`src/rtl/output_port_alloc.sv`:
```
// Per-output-port allocator: round-robin arbitration, wormhole lock head..tail, credit/link gated flit transfer.
// Latency: request at t -> registered grant at t+1 (earliest xfer t+1); tail xfer at k -> idle at k+1, next grant k+2.
// Backpressure: xfer stalls (lock held) while link_up=0 or credits=0; non-owners see grant=0 and must hold flits.
module output_port_alloc #(
   parameter int N_IN        = 12,
   parameter int MAX_CREDITS = 4,
   parameter int CREDIT_W    = 3,
   parameter int IDX_W       = 4
) (
   input  logic                clk,
   input  logic                rst,
   input  logic [N_IN-1:0]     req,
   input  logic [N_IN-1:0]     flit_valid,
   input  logic [N_IN-1:0]     flit_tail,
   input  logic                link_up,
   input  logic                credit_ret,
   output logic [N_IN-1:0]     grant,
   output logic [IDX_W-1:0]    owner,
   output logic                busy,
   output logic                xfer,
   output logic [CREDIT_W-1:0] credits,
   output logic                credit_err
);

   typedef enum logic {IDLE, LOCKED} state_t;

   localparam logic [CREDIT_W-1:0] CRED_MAX = CREDIT_W'(MAX_CREDITS);
   localparam logic [N_IN-1:0]     ONE_HOT0 = {{(N_IN-1){1'b0}}, 1'b1};

   state_t              state_q, state_d;
   logic [N_IN-1:0]     grant_q, grant_d;
   logic [IDX_W-1:0]    owner_q, owner_d;
   logic [IDX_W-1:0]    rr_ptr_q, rr_ptr_d;
   logic [CREDIT_W-1:0] credits_q, credits_d;
   logic                credit_err_q, credit_err_d;

   logic [N_IN-1:0]     cand;
   logic                found;
   logic [IDX_W-1:0]    win;
   int                  idx;

   assign cand       = req & flit_valid;
   assign xfer       = (state_q == LOCKED) && flit_valid[owner_q] && link_up && (credits_q != '0);
   assign grant      = grant_q;
   assign owner      = owner_q;
   assign busy       = (state_q == LOCKED);
   assign credits    = credits_q;
   assign credit_err = credit_err_q;

   // Round-robin pick: first candidate after rr_ptr, wrapping modulo N_IN.
   always_comb begin
      found = 1'b0;
      win   = '0;
      idx   = 0;
      for (int off = 1; off <= N_IN; off++) begin
         idx = int'(rr_ptr_q) + off;
         if (idx >= N_IN) idx = idx - N_IN;
         if (!found && cand[idx]) begin
            found = 1'b1;
            win   = IDX_W'(idx);
         end
      end
   end

   // Lock FSM: grant on a transferable request, release after the owner's tail moves.
   always_comb begin
      state_d  = state_q;
      grant_d  = grant_q;
      owner_d  = owner_q;
      rr_ptr_d = rr_ptr_q;
      unique case (state_q)
         IDLE: begin
            grant_d = '0;
            if (found && link_up && (credits_q != '0)) begin
               state_d = LOCKED;
               grant_d = ONE_HOT0 << win;
               owner_d = win;
            end
         end
         LOCKED: begin
            if (xfer && flit_tail[owner_q]) begin
               state_d  = IDLE;
               grant_d  = '0;
               owner_d  = '0;
               rr_ptr_d = owner_q;
            end
         end
         default: begin
            state_d = IDLE;
            grant_d = '0;
            owner_d = '0;
         end
      endcase
   end

   // Downstream credit counter; a return with the counter already full is flagged, not counted.
   always_comb begin
      credits_d    = credits_q;
      credit_err_d = credit_err_q;
      unique case ({xfer, credit_ret})
         2'b10:   credits_d = credits_q - 1'b1;
         2'b01: begin
            if (credits_q == CRED_MAX) credit_err_d = 1'b1;
            else                       credits_d    = credits_q + 1'b1;
         end
         default: credits_d = credits_q;
      endcase
   end

   // State registers with asynchronous reset.
   always_ff @(posedge clk or posedge rst) begin
      if (rst) begin
         state_q      <= IDLE;
         grant_q      <= '0;
         owner_q      <= '0;
         rr_ptr_q     <= IDX_W'(N_IN - 1);
         credits_q    <= CRED_MAX;
         credit_err_q <= 1'b0;
      end else begin
         state_q      <= state_d;
         grant_q      <= grant_d;
         owner_q      <= owner_d;
         rr_ptr_q     <= rr_ptr_d;
         credits_q    <= credits_d;
         credit_err_q <= credit_err_d;
      end
   end

endmodule

```
`config.mk`:
```
export PLATFORM = sky130hd
export DESIGN_NAME = output_port_alloc
export DESIGN_NICKNAME = d
export VERILOG_FILES = /design/src/rtl/output_port_alloc.sv
export SDC_FILE = /design/constraint.sdc
export NUM_CORES = 1
export LEC_CHECK = 0
export CORE_ASPECT_RATIO = 0.6
export CORE_MARGIN = 2
export CORE_UTILIZATION = 43
export CTS_BUF_LIST = sky130_fd_sc_hd__clkbuf_4
export DETAILED_ROUTE_END_ITERATION = 7
export GPL_ROUTABILITY_DRIVEN = 0
export PLACE_DENSITY = 0.64
export SLEW_MARGIN = 20
export SYNTH_ARGS = -nofsm -noshare
export SYNTH_HDL_FRONTEND = slang
export SYNTH_SLANG_ARGS = --single-unit
```
`constraint.sdc`:
```
create_clock -name clk -period 5.7 [get_ports clk]
set_input_delay 0.57 -clock clk [delete_from_list [all_inputs] [get_ports clk]]
set_output_delay 0.57 -clock clk [all_outputs]
set_load 0.03 [all_outputs]
```
==> results of run 1 <==
[tightest hold or removal path, cell delays in order, from the launching register on]
cell and delay (ns):
sky130_fd_sc_hd__dfrtp_1 0.37, sky130_fd_sc_hd__nand2_1 0.05, sky130_fd_sc_hd__o31ai_1 0.05
[routing by layer]
| metal | up-vias | track usage, % | part of all wire, % |
|---|---|---|---|
| met4 | 0 | 2.47 | 0.37 |
| met5 | - | 0 | 0 |
| met2 | 197 | 34.2 | 40 |
| met1 | 1815 | 37.2 | 49 |
| li1 | 1793 | - | - |
| met3 | 8 | 5.69 | 11 |
[layout by cell type (no fill, tap or decap), types with 5 or more instances in the layout]
| master | count |
|---|---|
| sky130_fd_sc_hd__clkdlybuf4s50_1 | 61 |
| sky130_fd_sc_hd__nand2_1 | 45 |
| sky130_fd_sc_hd__a21oi_1 | 26 |
| sky130_fd_sc_hd__o21ai_0 | 26 |
| sky130_fd_sc_hd__ha_1 | 22 |
| sky130_fd_sc_hd__nor2_1 | 21 |
| sky130_fd_sc_hd__dfrtp_1 | 21 |
| sky130_fd_sc_hd__and2_1 | 19 |
| sky130_fd_sc_hd__nor3_1 | 17 |
| sky130_fd_sc_hd__inv_1 | 16 |
| sky130_fd_sc_hd__mux4_2 | 15 |
| sky130_fd_sc_hd__nand3_1 | 14 |
| sky130_fd_sc_hd__xnor2_1 | 11 |
| sky130_fd_sc_hd__o31ai_1 | 11 |
| sky130_fd_sc_hd__o21a_1 | 8 |
| sky130_fd_sc_hd__a21o_1 | 8 |
| sky130_fd_sc_hd__mux2i_1 | 7 |
| sky130_fd_sc_hd__mux2_2 | 7 |
| sky130_fd_sc_hd__o211ai_1 | 7 |
| sky130_fd_sc_hd__o21ai_1 | 6 |
| sky130_fd_sc_hd__or3_1 | 5 |
| sky130_fd_sc_hd__nand2b_1 | 5 |
| sky130_fd_sc_hd__and3_1 | 5 |
| sky130_fd_sc_hd__a211oi_1 | 5 |
[cells by family (layout without fill, tap and decap cells)]
family / after synthesis / count (layout) / share of synthesized area (%)
xor gates and xnor gates: 14 / 14 / 3.46
muxes: 33 / 33 / 15.7
buffers and inverters: 37 / 87 / 5.45
and+or+nand+nor: 167 / 167 / 24.5
AOI/OAI and AO/OA: 142 / 142 / 26.3
DFF: 25 / 25 / 16.7
adders and majority gates: 23 / 23 / 7.84
[state kept, by name, indices dropped and copies added, names as in the netlist]
register,cells
busy,1
credit_err,1
credits,3
grant,12
owner,4
rr_ptr_q,4
[cell type report]
class	instances	share of cell area (%)
Timing Repair Buffer	64	14.3
Clock inverter	1	0.113
Inverter	19	1.72
Multi-Input combinational cell	379	66.0
Sequential cell	25	14.2
Clock buffer	3	0.508
Tap cell	112	3.16
[path summary, 6_finish.rpt]
path,cells past startpoint,startpoint,end,slack (ns)
worst max-delay path,14,rr_ptr_q[1],grant[1],0.91
worst min-delay path,2,grant[3],grant[3],0.50
worst max register to register,14,rr_ptr_q[1],grant[1],0.91
worst min register to register,2,grant[3],grant[3],0.50
max in group asynchronous,2,rst,grant[9],4.39
min in group asynchronous,2,rst,grant[8],0.74
[per-stage QoR]
stage	util (%)	setup WS, ns	hold slack (ns)	cell area [um^2]	cells
finish	52.3	0.912	0.499	4440	603
floorplan	-	1.60	0.581	3760	441
CTS	52.3	0.950	0.497	4440	603
global placement	51.9	1.18	0.463	4410	599
global route	52.3	0.453	0.528	4440	603
detailed placement	51.9	1.04	0.461	4410	599
==> metrics.txt, run 1 <==
# TYPE chip_impl_metric gauge
chip_impl_metric{name="initial_utilization",unit="%"} 44.3
chip_impl_metric{name="fin_setup_tns",unit="ns"} 0
chip_impl_metric{name="numPortBuffers",unit=""} 61
chip_impl_info{name="tritoncts",value="built"} 1
chip_impl_metric{name="min_period_over_period",unit="%"} 84.0
chip_impl_metric{name="fin_nets",unit=""} 555
chip_impl_metric{name="postSynthAreaPerCell",unit="um^2"} 8.54
chip_impl_metric{name="cts_inserted_buffers",unit=""} 3
chip_impl_info{name="synth_largest_area_cell",value="sky130_fd_sc_hd__dfrtp_1"} 1
chip_impl_metric{name="drc_errors",unit=""} 0
chip_impl_metric{name="max_stage_delay",unit="ns"} 0.66
chip_impl_metric{name="max_freq",unit="GHz"} 0.209
chip_impl_info{name="grt_setup_unrepaired",value="no"} 1
chip_impl_metric{name="grt_start_max_net_pins",unit=""} 26
chip_impl_metric{name="grt_overflow",unit=""} 0
chip_impl_metric{name="core",unit="um^2"} 8490
chip_impl_metric{name="cts.htree.levels",unit=""} 1
chip_impl_metric{name="detailroute.via_count",unit=""} 3813
chip_impl_metric{name="synthCells",unit=""} 441
chip_impl_metric{name="seq_area",unit="um^2"} 631
chip_impl_metric{name="ctsLongestPathBuffers",unit=""} 2
chip_impl_metric{name="asyncSetResetFlopFracSynth",unit="%"} 100
chip_impl_metric{name="final.fill_count",unit=""} 785
chip_impl_metric{name="mappedNetlistNets",unit=""} 504
chip_impl_metric{name="via_count_of_the_first_global_routing_pass",unit=""} 3594
chip_impl_info{name="critical_path.startpoint_type",value="register"} 1
chip_impl_metric{name="boundaryPins",unit=""} 62
chip_impl_metric{name="crit_path_max_fanout",unit=""} 13
chip_impl_info{name="timing.critical_path.slowest_stage_cell",value="sky130_fd_sc_hd__dfstp_2"} 1
chip_impl_metric{name="die_area",unit="um^2"} 9540
chip_impl_metric{name="synth_sequential_area_ratio",unit="%"} 16.7
chip_impl_info{name="synth_top_flop_cell",value="sky130_fd_sc_hd__dfrtp_1"} 1
chip_impl_metric{name="timing.critical_path.required",unit="ns"} 5.91
chip_impl_info{name="hp-class",value="reg2reg"} 1
chip_impl_metric{name="skew",unit="ns"} 0.00367
chip_impl_metric{name="cts.repair.resized",unit=""} 0
chip_impl_metric{name="ys_types",unit=""} 82
chip_impl_metric{name="fp-row-count",unit=""} 26
chip_impl_metric{name="clk_pin_slew",unit="ns"} 0.14
chip_impl_info{name="crit_end_category",value="register"} 1
chip_impl_info{name="netlist_top_cells_area",value="sky130_fd_sc_hd__dfrtp_1 14%, sky130_fd_sc_hd__mux4_2 9.0%, sky130_fd_sc_hd__ha_1 7.3%"} 1
chip_impl_metric{name="wire_length_of_the_first_global_routing_pass",unit="um"} 18800
chip_impl_metric{name="globalRouteTotalUtil",unit="%"} 23.9
chip_impl_metric{name="clock_sinks",unit=""} 25
chip_impl_metric{name="max_slew.worst_pin.slew",unit="ns"} 0.947
chip_impl_metric{name="dr.first_iter.drc_count",unit=""} 293
chip_impl_metric{name="cts_hold_buf",unit=""} 0
chip_impl_info{name="synth_common_cells",value="45 x sky130_fd_sc_hd__nand2_1, 26 x sky130_fd_sc_hd__a21oi_1, 26 x sky130_fd_sc_hd__o21ai_0"} 1
chip_impl_metric{name="maxSlewViolCount",unit=""} 0
chip_impl_metric{name="synth-edff-count",unit=""} 0
chip_impl_metric{name="final_layout_size_suffix_gt1_share",unit="%"} 12.2
chip_impl_metric{name="cts_post_setup_buffers_inserted",unit=""} 0
chip_impl_metric{name="period_needed",unit="ns"} 4.79
chip_impl_metric{name="die_h",unit="um"} 76.5
chip_impl_info{name="clockRootBuffer",value="sky130_fd_sc_hd__clkbuf_4"} 1
chip_impl_info{name="timing.critical_path.cells",value="buf_4 -> ha_1 -> xor2_2 -> inv_1 -> ha_1 -> nor4b_1 -> o21ai_0 -> and3b_1 -> o21ai_0 -> nand4_2 -> nor3_4 -> a311o_1 -> or3_1 -> o31ai_1"} 1
chip_impl_info{name="critPathTopFamily",value="simple AND/OR/NAND/NOR gates"} 1
chip_impl_metric{name="dp.final_hpwl",unit="um"} 9180
chip_impl_info{name="run_status",value="complete, no violations"} 1
chip_impl_metric{name="routed_via_density",unit=""} 6.32
chip_impl_metric{name="antenna_cells",unit=""} 0
chip_impl_metric{name="cp.buffers_inverters",unit=""} 2
chip_impl_metric{name="route.final.wire_length",unit="um"} 11300
chip_impl_metric{name="synth.top_cell.area_share",unit="%"} 14.0
chip_impl_info{name="synth.most_common_cell",value="sky130_fd_sc_hd__nand2_1"} 1
chip_impl_metric{name="multi_input_area",unit="um^2"} 2930
chip_impl_metric{name="post_detailed_route_count_of_antenna_violating_nets",unit=""} 0
chip_impl_info{name="worstSetupPathType",value="reg2reg"} 1
chip_impl_metric{name="reported_max_cap_violation_count",unit=""} 0
chip_impl_metric{name="initial_antenna_violation_count",unit=""} 0
chip_impl_metric{name="setup-violations-final",unit=""} 0
chip_impl_metric{name="worstSkewPairLatency",unit="ns"} 0.33
chip_impl_metric{name="max_slew_headroom",unit="%"} 36.8
chip_impl_metric{name="dieWidth",unit="um"} 125
chip_impl_metric{name="arrival",unit="ns"} 5.00
chip_impl_metric{name="area.growth.synth_to_final",unit="%"} 17.8
chip_impl_metric{name="synthesis_stage_register_bit_count",unit=""} 25
chip_impl_metric{name="synth_warnings",unit=""} 0
chip_impl_metric{name="avgRoutedWirePerCell",unit="um"} 18.8
chip_impl_metric{name="final_hold_viol_count",unit=""} 0
chip_impl_metric{name="syn-cell-area",unit="um^2"} 3760
chip_impl_metric{name="first_pass_iters",unit=""} 5
Power of run 1 is left out: the tool's default activity adds up to more than one toggle a clock period on the data nets, which glitch-free logic cannot reach.
==> inputs of run 2 (changes only) <==
--- a/config.mk
+++ b/config.mk
@@ -11,7 +11,7 @@
 export CTS_BUF_LIST = sky130_fd_sc_hd__clkbuf_4
 export DETAILED_ROUTE_END_ITERATION = 7
 export GPL_ROUTABILITY_DRIVEN = 0
-export PLACE_DENSITY = 0.64
+export PLACE_DENSITY = 0.66
 export SLEW_MARGIN = 20
 export SYNTH_ARGS = -nofsm -noshare
 export SYNTH_HDL_FRONTEND = slang
==> constraint.sdc (replaced) <==
create_clock -name clk -period 4 [get_ports clk]
set_input_delay 0.4 -clock clk [delete_from_list [all_inputs] [get_ports clk]]
set_output_delay 0.4 -clock clk [all_outputs]
set_load 0.03 [all_outputs]
==> run 2 against run 1 <==
  * Global-route usage up 2.1 points
  * Worst hold slack worse by 0.0040 ns
  * Die area unchanged
  * Critical endpoint is now owner[3]
  * First-iteration DRC count up 24%
  * Critical path depth up 4
  * Design area up 30%
  * Sequential share of layout area down 3.2 points
==> metrics.txt, run 2 (same netlist as run 1, synthesis figures left out) <==
# TYPE chip_impl_metric gauge
chip_impl_metric{name="core",unit="um^2"} 8490
chip_impl_metric{name="placedInstanceArea",unit="um^2"} 4950
chip_impl_info{name="run_status",value="complete, no violations"} 1
chip_impl_metric{name="max_freq",unit="GHz"} 0.250
chip_impl_metric{name="max_slew.worst_pin.slew",unit="ns"} 1.02
chip_impl_info{name="layout.cells.most_common",value="sky130_fd_sc_hd__buf_4"} 1
chip_impl_metric{name="final_layout_size_suffix_gt1_share",unit="%"} 41.2
chip_impl_metric{name="final_cell_area",unit="um^2"} 5760
chip_impl_info{name="start_of_the_worst_register_to_register_path",value="rr_ptr_q[1]"} 1
chip_impl_metric{name="clk_pin_slew",unit="ns"} 0.15
chip_impl_info{name="worstSetupPathType",value="reg2reg"} 1
chip_impl_metric{name="r2r.worst_path.cells",unit=""} 18
chip_impl_info{name="crit_end_category",value="register"} 1
chip_impl_metric{name="wire_length_of_the_first_global_routing_pass",unit="um"} 20100
chip_impl_metric{name="antenna_cells",unit=""} 0
chip_impl_metric{name="dp.final_hpwl",unit="um"} 10200
chip_impl_metric{name="max_slew_headroom",unit="%"} 31.9
chip_impl_metric{name="cts_inserted_buffers",unit=""} 3
chip_impl_info{name="worstSetupEndpoint",value="owner[3]"} 1
chip_impl_metric{name="fin_hold_ws",unit="ns"} 0.494
chip_impl_info{name="worst_reg2reg_path_endpoint",value="owner[3]"} 1
chip_impl_metric{name="dr.first_iter.drc_count",unit=""} 363
chip_impl_metric{name="reg2reg_slack",unit="ns"} 0.008
chip_impl_info{name="commonest_cells_after_routing_fill_and_taps_aside",value="89 x sky130_fd_sc_hd__buf_4, 61 x sky130_fd_sc_hd__clkdlybuf4s50_1, 43 x sky130_fd_sc_hd__nand2_1"} 1
chip_impl_metric{name="final.fill_count",unit=""} 687
chip_impl_metric{name="period_needed",unit="ns"} 3.99
chip_impl_metric{name="fin_nets",unit=""} 647
chip_impl_info{name="tritoncts",value="built"} 1
chip_impl_metric{name="fp-row-count",unit=""} 26
chip_impl_metric{name="ctsLongestPathBuffers",unit=""} 2
chip_impl_metric{name="cts.htree.levels",unit=""} 1
chip_impl_metric{name="die_area",unit="um^2"} 9540
chip_impl_metric{name="initial_antenna_violation_count",unit=""} 0
chip_impl_info{name="critPathLaunch",value="rr_ptr_q[1]"} 1
chip_impl_metric{name="globalRouteTotalUtil",unit="%"} 26.0
chip_impl_metric{name="numPortBuffers",unit=""} 61
chip_impl_metric{name="cts_hold_buf",unit=""} 0
chip_impl_info{name="hp-class",value="reg2reg"} 1
chip_impl_metric{name="first_pass_iters",unit=""} 8
chip_impl_metric{name="crit_path_max_fanout",unit=""} 6
chip_impl_info{name="critical_path.startpoint_type",value="register"} 1
chip_impl_metric{name="min_period_over_period",unit="%"} 99.8
chip_impl_metric{name="area.growth.synth_to_final",unit="%"} 53.0
chip_impl_metric{name="boundaryPins",unit=""} 62
chip_impl_info{name="clockRootBuffer",value="sky130_fd_sc_hd__clkbuf_4"} 1
chip_impl_metric{name="clock_sinks",unit=""} 25
chip_impl_metric{name="detailroute.via_count",unit=""} 4271
chip_impl_metric{name="grt_overflow",unit=""} 0
chip_impl_metric{name="setup-violations-final",unit=""} 0
chip_impl_metric{name="reported_max_cap_violation_count",unit=""} 0
chip_impl_metric{name="route.final.wire_length",unit="um"} 13500
chip_impl_metric{name="die_h",unit="um"} 76.5
chip_impl_metric{name="drc_errors",unit=""} 0
chip_impl_metric{name="timing.critical_path.required",unit="ns"} 4.28
chip_impl_metric{name="maxSlewViolCount",unit=""} 0
chip_impl_metric{name="arrival",unit="ns"} 4.27
chip_impl_metric{name="post_detailed_route_count_of_antenna_violating_nets",unit=""} 0
chip_impl_metric{name="grt_start_max_net_pins",unit=""} 26
chip_impl_metric{name="skew",unit="ns"} 0.00702
chip_impl_metric{name="via_count_of_the_first_global_routing_pass",unit=""} 3918
chip_impl_info{name="grt_setup_unrepaired",value="yes"} 1
chip_impl_metric{name="avgRoutedWirePerCell",unit="um"} 19.4
chip_impl_metric{name="initial_utilization",unit="%"} 44.3
chip_impl_metric{name="final_hold_viol_count",unit=""} 0
chip_impl_metric{name="largest_reg_flops",unit=""} 12
chip_impl_metric{name="dieWidth",unit="um"} 125
chip_impl_metric{name="routed_via_density",unit=""} 6.15
chip_impl_metric{name="worstSkewPairLatency",unit="ns"} 0.34
run 2: worst min path at each step:
| stage | start | endpoint | slack [ns] | cells after the start |
|---|---|---|---|---|
| 3_3_place_gp | credit_err | credit_err | 0.46 | 1 |
| 2_1_floorplan | rst | busy | 0.42 | 1 |
| 6_report | credit_err | credit_err | 0.49 | 1 |
| 5_1_grt | grant[6] | grant[6] | 0.54 | 2 |
| 3_5_place_dp | credit_err | credit_err | 0.46 | 1 |
| 4_1_cts | credit_err | credit_err | 0.50 | 1 |
run 2: layer usage:
layer,vias to the layer above,track usage [%],share of wire (%)
met4,0,4.94,0.81
li1,1971,-,-
met1,2056,40.9,47
met3,18,5.34,10
met2,226,36.4,42
met5,-,0,0
run 2: final cells by class:
type	count	area, um^2	area share [%]
multi-input combinational	380	3530	61.3
sequential	25	636	11.0
tap	112	140	2.43
clock buffer	3	22.5	0.391
clock inverter	1	5.00	0.0869
inverter	19	83.8	1.46
timing repair buffer	155	1340	23.3
run 2: per-stage QoR:
| step | util (%) | instances | setup TNS (ns) | setup WS, ns |
|---|---|---|---|---|
| 6_report | 67.8 | 695 | 0 | 0.00778 |
| 5_1_grt | 67.8 | 695 | -1.17 | -0.122 |
| 2_1_floorplan | - | 441 | 0 | 0.0124 |
| 4_1_cts | 60.4 | 677 | 0 | 0.00384 |
| 3_3_place_gp | 58.3 | 668 | -0.0977 | -0.0378 |
| 3_5_place_dp | 58.3 | 668 | -0.786 | -0.140 |
run 2: critical path, cell delays in order, from the launching register on:
cell and delay [ns]:
sky130_fd_sc_hd__dfstp_2 0.63, sky130_fd_sc_hd__buf_12 0.13, sky130_fd_sc_hd__inv_8 0.04, sky130_fd_sc_hd__ha_2 0.19, sky130_fd_sc_hd__a21boi_2 0.18, sky130_fd_sc_hd__xnor2_2 0.16
sky130_fd_sc_hd__ha_2 0.22, sky130_fd_sc_hd__o21a_1 0.18, sky130_fd_sc_hd__or3_1 0.34, sky130_fd_sc_hd__and3_1 0.19, sky130_fd_sc_hd__o21a_1 0.20, sky130_fd_sc_hd__or2_4 0.28
sky130_fd_sc_hd__nor3_4 0.29, sky130_fd_sc_hd__a311o_1 0.33, sky130_fd_sc_hd__buf_4 0.15, sky130_fd_sc_hd__buf_4 0.10, sky130_fd_sc_hd__buf_4 0.12, sky130_fd_sc_hd__nand3_1 0.10
sky130_fd_sc_hd__nand2_1 0.11
run 2: repair_timing:
item                       in CTS  in global routing
gates cloned                    0                  1
buffers inserted                5                 18
setup endpoints to repair      12                 16
resized for setup              24                106
pin swaps                       5                 53
Power of run 2 is left out for the same reason.
